<file path="src/rtl/dpram_arb_pkg.sv">
// Shared types and helpers for the dual-port RAM port arbiter.
//   req_t    : one requester's access (we, be, addr, wdata)
//   rsp_t    : response returned to the owning requester (rvalid, err, rdata)
//   in_range : true when a byte address falls inside the RAM
package dpram_arb_pkg;

   localparam int ARB_AW = 32;
   localparam int ARB_DW = 32;
   localparam int BE_W   = ARB_DW / 8;

   typedef struct packed {
      logic              we;
      logic [BE_W-1:0]   be;
      logic [ARB_AW-1:0] addr;
      logic [ARB_DW-1:0] wdata;
   } req_t;

   typedef struct packed {
      logic              rvalid;
      logic              err;
      logic [ARB_DW-1:0] rdata;
   } rsp_t;

   function automatic logic in_range(input logic [ARB_AW-1:0] addr,
                                     input logic [ARB_AW-1:0] ram_size);
      return addr < ram_size;
   endfunction

endpackage

</file>
<file path="src/rtl/dpram_port_arbiter_rr_arbiter.sv">
// Round-robin arbiter with a rotating priority pointer.
//   clk       : clock
//   rst_n     : synchronous active-low reset
//   en        : grant enable (grants forced low when 0)
//   req       : request vector
//   gnt       : one-hot grant, combinational
//   gnt_valid : some requester was granted this cycle
//   gnt_idx   : index of the granted requester
module rr_arbiter #(
   parameter  int NUM_REQ = 3,
   localparam int PTR_W   = (NUM_REQ > 1) ? $clog2(NUM_REQ) : 1
) (
   input  logic               clk,
   input  logic               rst_n,
   input  logic               en,
   input  logic [NUM_REQ-1:0] req,
   output logic [NUM_REQ-1:0] gnt,
   output logic               gnt_valid,
   output logic [PTR_W-1:0]   gnt_idx
);

   logic [PTR_W-1:0] ptr_q;
   logic [PTR_W:0]   sum;

   // Scan ptr_q, ptr_q+1, ... and take the first asserted request. The extra
   // bit on sum lets the wrap work for non-power-of-two NUM_REQ.
   always_comb begin
      gnt_valid = 1'b0;
      gnt_idx   = '0;
      sum       = '0;
      for (int i = 0; i < NUM_REQ; i++) begin
         sum = {1'b0, ptr_q} + (PTR_W+1)'(i);
         if (sum >= (PTR_W+1)'(NUM_REQ))
            sum = sum - (PTR_W+1)'(NUM_REQ);
         if (en && !gnt_valid && req[sum[PTR_W-1:0]]) begin
            gnt_valid = 1'b1;
            gnt_idx   = sum[PTR_W-1:0];
         end
      end
      gnt = gnt_valid ? (NUM_REQ'(1) << gnt_idx) : '0;
   end

   always_ff @(posedge clk) begin
      if (!rst_n)
         ptr_q <= '0;
      else if (gnt_valid)
         ptr_q <= (gnt_idx == PTR_W'(NUM_REQ-1)) ? '0 : gnt_idx + 1'b1;
   end

endmodule

</file>
<file path="src/rtl/dpram_port_arbiter.sv">
// Shares one RAM port between NUM_REQ requesters with round-robin priority.
// Accesses outside the RAM are granted but terminated locally with an error.
//   clk_i, rst_n_i                      : clock, synchronous active-low reset
//   req_i/we_i/be_i/addr_i/wdata_i      : per-requester request
//   gnt_o                               : one-hot grant (combinational)
//   rvalid_o/err_o                      : one-hot response to the owner
//   rdata_o                             : shared response data
//   mem_req_o/we/be/addr/wdata          : RAM port, zero when idle
//   mem_rvalid_i/mem_rdata_i            : RAM response, one cycle after req
module dpram_port_arbiter
   import dpram_arb_pkg::*;
#(
   parameter int          NUM_REQ  = 3,
   parameter int unsigned RAM_SIZE = 8192,
   parameter int          AW       = ARB_AW,
   parameter int          DW       = ARB_DW,
   localparam int         PTR_W    = (NUM_REQ > 1) ? $clog2(NUM_REQ) : 1
) (
   input  logic                            clk_i,
   input  logic                            rst_n_i,
   input  logic [NUM_REQ-1:0]              req_i,
   input  logic [NUM_REQ-1:0]              we_i,
   input  logic [NUM_REQ-1:0][DW/8-1:0]    be_i,
   input  logic [NUM_REQ-1:0][AW-1:0]      addr_i,
   input  logic [NUM_REQ-1:0][DW-1:0]      wdata_i,
   output logic [NUM_REQ-1:0]              gnt_o,
   output logic [NUM_REQ-1:0]              rvalid_o,
   output logic [NUM_REQ-1:0]              err_o,
   output logic [DW-1:0]                   rdata_o,
   output logic                            mem_req_o,
   output logic                            mem_we_o,
   output logic [DW/8-1:0]                 mem_be_o,
   output logic [AW-1:0]                   mem_addr_o,
   output logic [DW-1:0]                   mem_wdata_o,
   input  logic                            mem_rvalid_i,
   input  logic [DW-1:0]                   mem_rdata_i
);

   logic             gnt_valid;
   logic [PTR_W-1:0] gnt_idx;
   req_t             sel;
   rsp_t             rsp;
   logic             win_in_range;
   logic             mem_fwd;

   logic [PTR_W-1:0] owner_q;
   logic             pend_q;
   logic             err_q;

   // Gating the arbiter with reset keeps grants and RAM requests low while
   // rst_n_i is held, not just after the first reset edge.
   rr_arbiter #(.NUM_REQ(NUM_REQ)) u_rr (
      .clk       (clk_i),
      .rst_n     (rst_n_i),
      .en        (rst_n_i),
      .req       (req_i),
      .gnt       (gnt_o),
      .gnt_valid (gnt_valid),
      .gnt_idx   (gnt_idx)
   );

   always_comb begin
      sel.we       = we_i[gnt_idx];
      sel.be       = be_i[gnt_idx];
      sel.addr     = addr_i[gnt_idx];
      sel.wdata    = wdata_i[gnt_idx];
      win_in_range = in_range(sel.addr, ARB_AW'(RAM_SIZE));
      mem_fwd      = gnt_valid && win_in_range;

      mem_req_o    = mem_fwd;
      mem_we_o     = mem_fwd && sel.we;
      mem_be_o     = mem_fwd ? sel.be    : '0;
      mem_addr_o   = mem_fwd ? sel.addr  : '0;
      mem_wdata_o  = mem_fwd ? sel.wdata : '0;
   end

   always_ff @(posedge clk_i) begin
      if (!rst_n_i) begin
         owner_q <= '0;
         pend_q  <= 1'b0;
         err_q   <= 1'b0;
      end else if (gnt_valid) begin
         owner_q <= gnt_idx;
         pend_q  <= 1'b1;
         err_q   <= !win_in_range;
      end else begin
         pend_q  <= 1'b0;
      end
   end

   // Error responses complete on their own; RAM responses are only honoured
   // while an access is pending, so stray mem_rvalid_i is dropped.
   always_comb begin
      rsp.rvalid = rst_n_i && pend_q && (err_q || mem_rvalid_i);
      rsp.err    = err_q;
      rsp.rdata  = (rst_n_i && pend_q && !err_q) ? mem_rdata_i : '0;

      rvalid_o = '0;
      err_o    = '0;
      if (rsp.rvalid) begin
         rvalid_o[owner_q] = 1'b1;
         err_o[owner_q]    = rsp.err;
      end
      rdata_o = rsp.rdata;
   end

endmodule

</file>
<file path="config.mk">
export PLATFORM = sky130hd
export DESIGN_NAME = dpram_port_arbiter
export DESIGN_NICKNAME = d
export VERILOG_FILES = /design/src/rtl/dpram_arb_pkg.sv /design/src/rtl/dpram_port_arbiter_rr_arbiter.sv /design/src/rtl/dpram_port_arbiter.sv
export SDC_FILE = /design/constraint.sdc
export NUM_CORES = 1
export LEC_CHECK = 0
export CAP_MARGIN = 20
export CORE_AREA = 2 2 140 142
export DETAILED_ROUTE_END_ITERATION = 12
export DIE_AREA = 0 0 142 144
export GPL_ROUTABILITY_DRIVEN = 0
export GPL_TIMING_DRIVEN = 0
export PLACE_DENSITY_LB_ADDON = 0.05
export SETUP_SLACK_MARGIN = 0.4
export SKIP_CTS_REPAIR_TIMING = 1
export SYNTH_ARGS = -nofsm -noshare
export SYNTH_HDL_FRONTEND = slang
export SYNTH_SLANG_ARGS = --single-unit
export TNS_END_PERCENT = 10
</file>
<file path="constraint.sdc">
create_clock -name clk_i -period 4.25 [get_ports clk_i]
set_input_delay 0.85 -clock clk_i [delete_from_list [all_inputs] [get_ports clk_i]]
set_output_delay 0.85 -clock clk_i [all_outputs]
set_load 0.005 [all_outputs]
</file>
==> reports/metrics.yaml, run 1 <==
status: "complete, but fails checks"
violations: "setup timing"
drc: 0
irDropWorstVdd_v: 0.0001215
synth_top_family_by_area: "simple AND/OR/NAND/NOR gates"
min_path_type: "register to register"
max_stage_delay_ps: 620
cp-end-kind: "output port"
synth_edf_count: 0
yosys.area_share.simple_pct: 35.70
path_cells: "buf_8 -> a21bo_4 -> o211ai_1 -> or4b_4 -> mux2i_4 -> a221o_1 -> or4_4 -> buf_6 -> buf_6 -> buf_6 -> clkbuf_16 -> nor2_4 -> buf_2"
yosysSeqAreaShare_pct: 6.266
fin_util_pct: 30.64
max_cap_violations: 0
std_cell_rows: 51
antenna_found_initial: 0
grt_pass1_vias: 3675
dp_cells: 869
die_h_um: 144
fin_area_um2: 5847
stdcell_count: 888
tightestPinTransition_ps: 770.9
cp_top_family: "simple AND/OR/NAND/NOR gates"
fin_ws_ps: -323.0
insertion_delay_ps: 230
slowest_stage: "or4b_4"
root_buffer: "clkbuf_16"
seq_area_um2: 122.6
relSlewSlack_pct: 48.17
hpwl_mm: 12.96
avgRoutedWirePerCell_um: 17.68
worstSetupPathType: "input port to output port"
grt_usage_pct: 13.21
hold_viol_final: 0
path_common_cell: "buf_6"
cts-buffers-inserted: 3
worst_ep_required_time_ps: 3400
area_growth_pct: 205.0
ys_types: 44
power_density_nw_per_um2: 284.5
fin_crit_ps: 4573
grt_pass1_wl_mm: 20.92
io_pins: 356
multi_input_area_um2: 1698
crit_buf_inv: 6
yosys_warnings: 0
skew_ps: 3.161
final-setup-viol-count: 51
power_mw: 1.664
nets: 900
async_flop_share_pct: 0
final_cell_mix: "clkdlybuf4s50_1 (281), a222oi_1 (51), buf_2 (37), and2_1 (34)"
initial_core_util_pct: 10.05
overflow: 0
htreeDepth: 1
synthCells: 277
fillers: 2024
placed_area_um2: 5652
clock-sinks: 6
die_area_um2: 20450
synth_mux_area_share_pct: 3.329
avgSynthCellArea_um2: 6.920
final_common_cell: "clkdlybuf4s50_1"
rsz0062_at_grt: "yes"
cts_tree: "built"
drtIter0Drc: 272
vias: 3751
io_buffers: 336
max_freq_ghz: 0.2187
path_clk_slew_ps: 40
synth_top_flop_cell: "dfxtp_1"
first_pass_iters: 5
avgViaCountPerCell: 4.224
synth-seq-cells: 6
wl_mm: 15.70
fin_crit_sh_pct: 107.6
holdWs_ps: 531.3
cp_max_fo: 5
leakagePower_nw: 2.330
syn-cell-area_um2: 1917
synthAdderAreaFrac_pct: 1.958
grt_max_degree: 11
startpoint_type: "input port"
drtAntennaViolNets: 0
synth_compound_gate_area_share_pct: 35.12
cp.arrival_ps: 3720
die_x_um: 142
coreArea_um2: 19080
final_max_slew_viol_count: 0
clk_path_buf_depth: 2
antenna_cells: 0
drive_above_1_share_pct: 22.77
synth_xor_area_share_pct: 0
-- sequential cells by signal, indices dropped and copies added, names as in the netlist --
| name | cells |
|---|---|
| err_q | 1 |
| owner_q | 2 |
| pend_q | 1 |
| u_rr.ptr_q | 2 |
-- cells by family (layout without fill, tap and decap cells) --
| logic type | Yosys count | after routing |
|---|---|---|
| adder cells (fa/ha/maj) | 3 | 3 |
| multiplexers | 5 | 5 |
| AO/OA/AOI/OAI | 71 | 71 |
| flip-flops | 6 | 6 |
| other | 1 | 19 |
| buffers and inverters | 57 | 412 |
| AND/OR/NAND/NOR | 134 | 134 |
-- layout make-up --
class	instances	share of cell area [%]
inverters	10	0.6420
multi-input cells	232	29.04
plain buffers	47	5.821
flip-flops and latches	6	2.097
clock buffers	3	1.284
well taps	238	5.093
repair buffers	352	56.02
-- report_power, final --
| group | switching [mW] | total (mW) | internal, mW |
|---|---|---|---|
| Clock | 0.0307 | 0.151 | 0.121 |
| Combinational | 0.681 | 1.41 | 0.731 |
| Sequential | 0.0221 | 0.100 | 0.0780 |
| Total | 0.734 | 1.66 | 0.929 |
-- Yosys cell counts, types with 2 or more instances --
cell type	number	area, µm²
nand4_1	2	12.51
nand3b_1	2	15.01
nand2_1	7	26.28
a221o_1	2	20.02
ha_1	3	37.54
buf_6	5	56.30
buf_4	21	157.7
inv_1	10	37.54
clkbuf_1	18	67.56
o21ai_0	2	10.01
or4_1	2	15.01
nor4_1	9	56.30
and2_1	34	212.7
dfxtp_1	6	120.1
nor3b_1	2	15.01
buf_2	3	15.01
mux2i_1	3	30.03
nor3_1	4	20.02
a21oi_1	3	15.01
nand2b_1	3	18.77
o211ai_1	2	15.01
a222oi_1	51	510.5
nor2_1	62	232.7
-- worst register-to-register path, cell delays in order, from the launching register on --
cell	delay [ps]
dfxtp_2	330
inv_2	50
ha_4	250
buf_6	110
a21bo_4	120
o211ai_1	140
or4b_4	620
mux2i_4	220
a221o_1	360
or4_4	530
buf_6	150
buf_6	120
buf_6	130
buf_4	130
o211a_1	110
-- path summary, 6_finish.rpt --
check                                   from                         end  slack (ps)  depth (start not counted)
setup reg to reg  u_rr.ptr_q[0]$_SDFFE_PN0P_          err_q$_SDFFE_PN0P_         780                         14
hold reg to reg   u_rr.ptr_q[0]$_SDFFE_PN0P_  u_rr.ptr_q[0]$_SDFFE_PN0P_         530                          2
setup / recovery                    req_i[0]             mem_wdata_o[17]        -320                         13
hold / removal    u_rr.ptr_q[0]$_SDFFE_PN0P_  u_rr.ptr_q[0]$_SDFFE_PN0P_         530                          2
-- layer usage --
metal | share of wire, % | vias up | routed length (µm) | global-route usage (%)
li1 | - | 1791 | - | -
met1 | 35 | 1734 | 5451 | 13.62
met5 | 0 | - | 0 | 0
met3 | 8.2 | 10 | 1292 | 3.311
met4 | 0.95 | 0 | 149 | 1.526
met2 | 56 | 216 | 8803 | 27.28
-- through the flow --
stage	setup WS [ps]	TNS, ps
2_1_floorplan	224.4	0
3_3_place_gp	-1101	-53570
3_5_place_dp	-1144	-54170
4_1_cts	-1139	-54030
5_1_grt	-417.4	-16420
6_report	-323.0	-11310
Power figures use the tool's default switching activity.
==> run 2, diff against run 1 <==
--- a/config.mk
+++ b/config.mk
@@ -12,6 +12,7 @@
 export GPL_ROUTABILITY_DRIVEN = 0
 export GPL_TIMING_DRIVEN = 0
 export PLACE_DENSITY_LB_ADDON = 0.05
+export RECOVER_POWER = 100
 export SETUP_SLACK_MARGIN = 0.4
 export SKIP_CTS_REPAIR_TIMING = 1
 export SYNTH_ARGS = -nofsm -noshare
==> results of run 2 <==
Final layout, timing and power as in run 1 (identical DEF).
